**src/rtl/core_mem_arbiter_pkg.sv**
```systemverilog
// Shared definitions for the imem/dmem memory arbiter: bus widths derived from
// the core memory ranges, owner state encoding and default starvation limit.
package core_mem_arbiter_pkg;

  localparam int unsigned MEM_ADDR_R = 63;
  localparam int unsigned MEM_DATA_R = 63;
  localparam int unsigned MEM_STRB_R = 7;

  localparam int unsigned ADDR_W = MEM_ADDR_R + 1;
  localparam int unsigned DATA_W = MEM_DATA_R + 1;
  localparam int unsigned STRB_W = MEM_STRB_R + 1;

  localparam int unsigned STARVE_LIMIT_DEF = 4;

  // Bus owner: IDLE arbitrates, OWN_x holds the bus until the request completes
  typedef enum logic [1:0] {
    ARB_IDLE  = 2'd0,
    ARB_OWN_I = 2'd1,
    ARB_OWN_D = 2'd2
  } arb_owner_e;

endpackage

```
**src/rtl/core_mem_arbiter_if.sv**
```systemverilog
// Bundle of the three req/gnt ports around the arbiter (fetch, LSU, shared bus).
// Modports:
//   slave  - arbiter view: requester requests in, responses out; bus request out, bus response in
//   master - environment view (requesters + memory), the mirror of slave
interface core_mem_arbiter_if import core_mem_arbiter_pkg::*; ();

  // Fetch requester (read-only)
  logic              imem_req;
  logic [ADDR_W-1:0] imem_addr;
  logic              imem_gnt;
  logic              imem_err;
  logic [DATA_W-1:0] imem_rdata;

  // LSU requester
  logic              dmem_req;
  logic [ADDR_W-1:0] dmem_addr;
  logic              dmem_wen;
  logic [STRB_W-1:0] dmem_strb;
  logic [DATA_W-1:0] dmem_wdata;
  logic              dmem_gnt;
  logic              dmem_err;
  logic [DATA_W-1:0] dmem_rdata;

  // Shared memory bus
  logic              mem_req;
  logic [ADDR_W-1:0] mem_addr;
  logic              mem_wen;
  logic [STRB_W-1:0] mem_strb;
  logic [DATA_W-1:0] mem_wdata;
  logic              mem_gnt;
  logic              mem_err;
  logic [DATA_W-1:0] mem_rdata;

  modport slave (
    input  imem_req, imem_addr,
    output imem_gnt, imem_err, imem_rdata,
    input  dmem_req, dmem_addr, dmem_wen, dmem_strb, dmem_wdata,
    output dmem_gnt, dmem_err, dmem_rdata,
    output mem_req, mem_addr, mem_wen, mem_strb, mem_wdata,
    input  mem_gnt, mem_err, mem_rdata
  );

  modport master (
    output imem_req, imem_addr,
    input  imem_gnt, imem_err, imem_rdata,
    output dmem_req, dmem_addr, dmem_wen, dmem_strb, dmem_wdata,
    input  dmem_gnt, dmem_err, dmem_rdata,
    input  mem_req, mem_addr, mem_wen, mem_strb, mem_wdata,
    output mem_gnt, mem_err, mem_rdata
  );

endinterface

```
**src/rtl/core_mem_arbiter.sv**
```systemverilog
// Two-to-one arbiter sharing one memory port between fetch (imem) and LSU (dmem).
// dmem wins by default; a saturating starvation counter hands the bus to imem
// after STARVE_LIMIT consecutive waiting cycles. Once a request is on the bus the
// owner is locked until it completes. Bus drive and responses are combinational.
// Ports:
//   g_clk    - clock
//   g_resetn - synchronous active-low reset
//   bus      - core_mem_arbiter_if.slave (imem_*, dmem_*, mem_* handshakes)
module core_mem_arbiter
  import core_mem_arbiter_pkg::*;
#(
  parameter int unsigned STARVE_LIMIT = STARVE_LIMIT_DEF
) (
  input  logic                      g_clk,
  input  logic                      g_resetn,
  core_mem_arbiter_if.slave         bus
);

  localparam int unsigned CNT_W = $clog2(STARVE_LIMIT + 1);

  arb_owner_e       r_owner;
  arb_owner_e       w_owner_nxt;
  logic [CNT_W-1:0] r_starve_cnt;
  logic [CNT_W-1:0] w_starve_nxt;

  logic w_sel_i;
  logic w_sel_d;
  logic w_starved;
  logic w_mem_req;
  logic w_mem_gnt;
  logic w_imem_gnt;

  assign w_starved = (r_starve_cnt == CNT_W'(STARVE_LIMIT));

  // State registers
  always_ff @(posedge g_clk) begin
    if (!g_resetn) begin
      r_owner      <= ARB_IDLE;
      r_starve_cnt <= '0;
    end else begin
      r_owner      <= w_owner_nxt;
      r_starve_cnt <= w_starve_nxt;
    end
  end

  // Selection, bus drive, response routing and next state
  always_comb begin
    w_sel_i      = 1'b0;
    w_sel_d      = 1'b0;
    w_owner_nxt  = r_owner;
    w_starve_nxt = r_starve_cnt;

    unique case (r_owner)
      ARB_OWN_I: w_sel_i = 1'b1;
      ARB_OWN_D: w_sel_d = 1'b1;
      default: begin
        // dmem priority unless imem has waited STARVE_LIMIT cycles
        w_sel_d = bus.dmem_req & ~(bus.imem_req & w_starved);
        w_sel_i = bus.imem_req & ~w_sel_d;
      end
    endcase

    w_mem_req  = g_resetn & ((w_sel_i & bus.imem_req) | (w_sel_d & bus.dmem_req));
    w_mem_gnt  = bus.mem_gnt & w_mem_req;
    w_imem_gnt = w_sel_i & w_mem_gnt;

    bus.mem_req   = w_mem_req;
    bus.mem_addr  = w_sel_d ? bus.dmem_addr : bus.imem_addr;
    bus.mem_wen   = w_sel_d & bus.dmem_wen;
    bus.mem_strb  = w_sel_d ? bus.dmem_strb : '0;
    bus.mem_wdata = w_sel_d ? bus.dmem_wdata : '0;

    bus.imem_gnt   = w_imem_gnt;
    bus.imem_err   = w_sel_i & bus.mem_err;
    bus.imem_rdata = w_sel_i ? bus.mem_rdata : '0;
    bus.dmem_gnt   = w_sel_d & w_mem_gnt;
    bus.dmem_err   = w_sel_d & bus.mem_err;
    bus.dmem_rdata = w_sel_d ? bus.mem_rdata : '0;

    unique case (r_owner)
      ARB_OWN_I, ARB_OWN_D: begin
        // Completion, or the owner abandoned its request
        if (!w_mem_req || bus.mem_gnt) w_owner_nxt = ARB_IDLE;
      end
      default: begin
        // Single-cycle transactions never leave IDLE
        if (w_mem_req && !bus.mem_gnt) w_owner_nxt = w_sel_d ? ARB_OWN_D : ARB_OWN_I;
        else                           w_owner_nxt = ARB_IDLE;
      end
    endcase

    if (!bus.imem_req || w_imem_gnt) w_starve_nxt = '0;
    else if (!w_starved)             w_starve_nxt = r_starve_cnt + CNT_W'(1);
  end

  // Owner must hold its request until granted
  arb_req_dropped: assert property (@(posedge g_clk) disable iff (!g_resetn)
    !(((r_owner == ARB_OWN_I) && !bus.imem_req) ||
      ((r_owner == ARB_OWN_D) && !bus.dmem_req)));

endmodule

```
**src/flat_wrapper.sv**
```systemverilog
// flat-port wrapper written by rule: the top's interface ports become plain ports
module core_mem_arbiter_flat import core_mem_arbiter_pkg::*;
#(
  parameter int unsigned STARVE_LIMIT = STARVE_LIMIT_DEF
)
  (g_clk, g_resetn, bus_imem_req, bus_imem_addr, bus_imem_gnt, bus_imem_err, bus_imem_rdata, bus_dmem_req, bus_dmem_addr, bus_dmem_wen, bus_dmem_strb, bus_dmem_wdata, bus_dmem_gnt, bus_dmem_err, bus_dmem_rdata, bus_mem_req, bus_mem_addr, bus_mem_wen, bus_mem_strb, bus_mem_wdata, bus_mem_gnt, bus_mem_err, bus_mem_rdata);
  core_mem_arbiter_if bus_i ();
  input  logic g_clk;
  input  logic g_resetn;
  input wire logic [$bits(bus_i.imem_req)-1:0] bus_imem_req;
  input wire logic [$bits(bus_i.imem_addr)-1:0] bus_imem_addr;
  output wire logic [$bits(bus_i.imem_gnt)-1:0] bus_imem_gnt;
  output wire logic [$bits(bus_i.imem_err)-1:0] bus_imem_err;
  output wire logic [$bits(bus_i.imem_rdata)-1:0] bus_imem_rdata;
  input wire logic [$bits(bus_i.dmem_req)-1:0] bus_dmem_req;
  input wire logic [$bits(bus_i.dmem_addr)-1:0] bus_dmem_addr;
  input wire logic [$bits(bus_i.dmem_wen)-1:0] bus_dmem_wen;
  input wire logic [$bits(bus_i.dmem_strb)-1:0] bus_dmem_strb;
  input wire logic [$bits(bus_i.dmem_wdata)-1:0] bus_dmem_wdata;
  output wire logic [$bits(bus_i.dmem_gnt)-1:0] bus_dmem_gnt;
  output wire logic [$bits(bus_i.dmem_err)-1:0] bus_dmem_err;
  output wire logic [$bits(bus_i.dmem_rdata)-1:0] bus_dmem_rdata;
  output wire logic [$bits(bus_i.mem_req)-1:0] bus_mem_req;
  output wire logic [$bits(bus_i.mem_addr)-1:0] bus_mem_addr;
  output wire logic [$bits(bus_i.mem_wen)-1:0] bus_mem_wen;
  output wire logic [$bits(bus_i.mem_strb)-1:0] bus_mem_strb;
  output wire logic [$bits(bus_i.mem_wdata)-1:0] bus_mem_wdata;
  input wire logic [$bits(bus_i.mem_gnt)-1:0] bus_mem_gnt;
  input wire logic [$bits(bus_i.mem_err)-1:0] bus_mem_err;
  input wire logic [$bits(bus_i.mem_rdata)-1:0] bus_mem_rdata;
  assign bus_i.imem_req = bus_imem_req;
  assign bus_i.imem_addr = bus_imem_addr;
  assign bus_imem_gnt = bus_i.imem_gnt;
  assign bus_imem_err = bus_i.imem_err;
  assign bus_imem_rdata = bus_i.imem_rdata;
  assign bus_i.dmem_req = bus_dmem_req;
  assign bus_i.dmem_addr = bus_dmem_addr;
  assign bus_i.dmem_wen = bus_dmem_wen;
  assign bus_i.dmem_strb = bus_dmem_strb;
  assign bus_i.dmem_wdata = bus_dmem_wdata;
  assign bus_dmem_gnt = bus_i.dmem_gnt;
  assign bus_dmem_err = bus_i.dmem_err;
  assign bus_dmem_rdata = bus_i.dmem_rdata;
  assign bus_mem_req = bus_i.mem_req;
  assign bus_mem_addr = bus_i.mem_addr;
  assign bus_mem_wen = bus_i.mem_wen;
  assign bus_mem_strb = bus_i.mem_strb;
  assign bus_mem_wdata = bus_i.mem_wdata;
  assign bus_i.mem_gnt = bus_mem_gnt;
  assign bus_i.mem_err = bus_mem_err;
  assign bus_i.mem_rdata = bus_mem_rdata;
  core_mem_arbiter #(.STARVE_LIMIT(STARVE_LIMIT)) u_core (.g_clk(g_clk), .g_resetn(g_resetn), .bus(bus_i));
endmodule
```
**config.mk**
```make
export PLATFORM = sky130hd
export DESIGN_NAME = core_mem_arbiter_flat
export DESIGN_NICKNAME = d
export VERILOG_FILES = /design/src/rtl/core_mem_arbiter_pkg.sv /design/src/rtl/core_mem_arbiter_if.sv /design/src/rtl/core_mem_arbiter.sv /design/src/flat_wrapper.sv
export SDC_FILE = /design/constraint.sdc
export NUM_CORES = 1
export LEC_CHECK = 0
export ABC_AREA = 0
export BUFFER_PORTS_ARGS = -buffer_cell sky130_fd_sc_hd__buf_2
export CAP_MARGIN = 0
export CORE_AREA = 3 3 209 211
export CTS_BUF_LIST = sky130_fd_sc_hd__clkbuf_8
export DETAILED_ROUTE_END_ITERATION = 12
export DIE_AREA = 0 0 212 214
export PLACE_DENSITY = 0.41
export SYNTH_ARGS = -nofsm -noshare
export SYNTH_HDL_FRONTEND = slang
export SYNTH_SLANG_ARGS = --single-unit
```
**constraint.sdc**
```tcl
create_clock -name g_clk -period 2.7 [get_ports g_clk]
set_clock_uncertainty 0.05 [all_clocks]
set_input_delay 0.54 -clock g_clk [delete_from_list [all_inputs] [get_ports g_clk]]
set_output_delay 0.54 -clock g_clk [all_outputs]
set_load 0.02 [all_outputs]
```
==> metrics <==
Core ar.=41,900 um^2; final setup fails=0; half-perimeter wire length after placement=23,000 um; TNS Setup=0 ps; via count=4,997; Seq/Total Area, Yosys=3.46%; syn nets=634; Cells after Synth=359; Yosys top cell area share=29.8%; status=finished clean; Final Critical Period=2660 ps; relative slew slack=74.0%; GRT Util Overall=10.4%; number of H-tree levels=1; Fmax=375 MHz; pin count of the biggest net entering global routing=98; fillers=4,850; Vert. Die Dim=214 um; Multi-input gate area=2580 um^2; Skew-Pair Late Insertion Delay=220 ps; Worst Setup End Kind=output port; Detailed Routing Iterations Pass 1=4; total CTS buffers=3; Int Pwr=768 uW; CP startpoint kind=flip-flop; CP Class=flip-flop to output port; port buffer count=540; per-cell routed wire length=19.0 um; Min-Delay Path Class=flip-flop to flip-flop; Syn Area/Cell=8.07 um^2; Seq cells post-synth=5; antenna-violating nets left=0; Psw=806 uW; crit share post-route=98.7%; P_leak=4.15 nW; Initial Utilization=6.91%; vias in the first global route=5,056; Longest Clk Path Bufs=2; num rows=75; global-route wire length before repair=34,400 um; Crit Path Max Fanout=9; GRT overflow=0; main area contributors after synthesis=and3_1 30%, mux2_4 26%, and2_1 14%; Synth warnings=0; max_cap viols=0; switching portion of total power=51.2%; Place WS=30.2 ps; Reg clk slew, reported paths=40 ps; clock share of power=8.7%; CTS tree=done; Area Growth Syn to Fin=130%; RSZ-0062 raised after global routing=true; Die X=212 um; via-per-instance ratio=3.47; PD cells=237 nW/um^2; Final Core Density=15.8%; PnR worst setup slack=36.4 ps; worst-margin pin slew=391 ps; Root Buffer=clkbuf_8; Seq. cell area=101 um^2; final std cells w/o fill=1,438; Placer Congestion=0.804; final hold vios=0; initial drt markers=194; Logic pwr share=86.4%; Flop pwr share=4.9%; Post-Syn Area=2900 um^2; area leader, netlist=and3_1; VDD IR max=0.0000869 V; final net count=1,167; TritonCTS Sinks=5; # DRC=0; worst path required time=2110 ps; # hold bufs at CTS=0; initial antenna violation count=14; CP arrival=2070 ps; Synth cell types=30; share of post-route cells with drive strength above 1=73.8%; Slew Limit Fails=0; placed insts=1,418; Top-Level Pins=541; Routed WL=27,300 um; die area=45,400 um^2
-- cell usage after synthesis (all sizes together) --
cell type  count
and3         138
and2          66
mux2          65
clkbuf        34
buf           12
nand2          8
dfxtp          5
inv            5
ha             4
a211oi         3
nor2           3
a221oi         2
nand2b         2
nand3          2
nand4          2
a2111oi        1
a21boi         1
a311o          1
a311oi         1
a31o           1
a31oi          1
mux2i          1
xnor2          1
-- timing repair --
action,in CTS,in global routing
pin swaps,3,2
setup buffers,3,0
setup endpoints to repair,260,210
gates resized for setup,27,24
gates cloned,2,4
-- critical path, stage by stage, from the launching register on --
cell     delay (ps)
dfxtp_2         320
inv_2            50
ha_4            270
mux2_4          360
nand2_8         180
buf_6           150
mux2_2          370
buf_6           150
-- state kept, by name, summed over array words and instances (netlist names) --
name / cells
u_core.r_owner: 2
u_core.r_starve_cnt: 3
-- cells in the final DEF, fill, tap and decap left out, types with 4 or more instances in the layout --
master / n
nand2_1: 7
clkbuf_16: 4
and3_1: 136
buf_4: 23
mux2_4: 57
dfxtp_1: 4
inv_1: 5
and2_1: 66
mux2_2: 8
buf_6: 10
diode_2: 8
buf_2: 527
-- cell families after synthesis --
| kind of cell | count (synthesis) | synth area share, % |
|---|---|---|
| buf+inv | 51 | 10.8 |
| compound gates | 11 | 4.19 |
| xor+xnor | 1 | 0.302 |
| mux | 66 | 32.1 |
| simple gates | 221 | 47.4 |
| fa+ha+maj | 4 | 1.73 |
| flops | 5 | 3.46 |
-- stage by stage --
stage	total power, mW	instance area, um^2	hold slack, ps
after CTS	1.56	6450	448
after global routing	1.66	6640	470
final	1.57	6650	442
after floorplan	0.792	2900	415
after global placement	1.38	6240	428
after detailed placement	1.38	6240	443
-- layout make-up --
type / instances / area share (%)
Inverter: 5 / 0.282
Tap cell: 539 / 10.1
Clock buffer: 3 / 0.621
Timing Repair Buffer: 573 / 48.2
Sequential cell: 5 / 1.52
Antenna cell: 8 / 0.301
Clock inverter: 1 / 0.0565
Multi-Input combinational cell: 304 / 38.9
-- routing by layer --
metal / GRT usage, % / vias up / share of wire (%)
li1: - / 2354 / -
met1: 9.40 / 2245 / 33
met2: 21.5 / 344 / 54
met3: 2.94 / 40 / 9.5
met4: 3.53 / 14 / 3.5
met5: 0 / - / 0.34
-- path summary, 6_finish.rpt --
path,from,end,slack (ps),cells after the start
setup reg to reg,u_core.r_owner[0]$_SDFFE_PN0P_,u_core.r_starve_cnt[2]$_SDFFE_PP0P_,870,7
hold reg to reg,u_core.r_starve_cnt[1]$_SDFFE_PP0P_,u_core.r_starve_cnt[1]$_SDFFE_PP0P_,440,2
hold / removal,u_core.r_starve_cnt[1]$_SDFFE_PP0P_,u_core.r_starve_cnt[1]$_SDFFE_PP0P_,440,2
setup / recovery,u_core.r_owner[0]$_SDFFE_PN0P_,bus_mem_addr[56],40,7
-- power groups by stage --
stage / registers [mW] / logic, mW / clock network (mW)
after CTS: 0.0776 / 1.35 / 0.141
after floorplan: 0.0784 / 0.713 / 0
after detailed placement: 0.0787 / 1.30 / 0
after global routing: 0.0779 / 1.44 / 0.144
final: 0.0778 / 1.36 / 0.136
after global placement: 0.0786 / 1.31 / 0
Note: power is estimated with default switching activity, not from simulation.
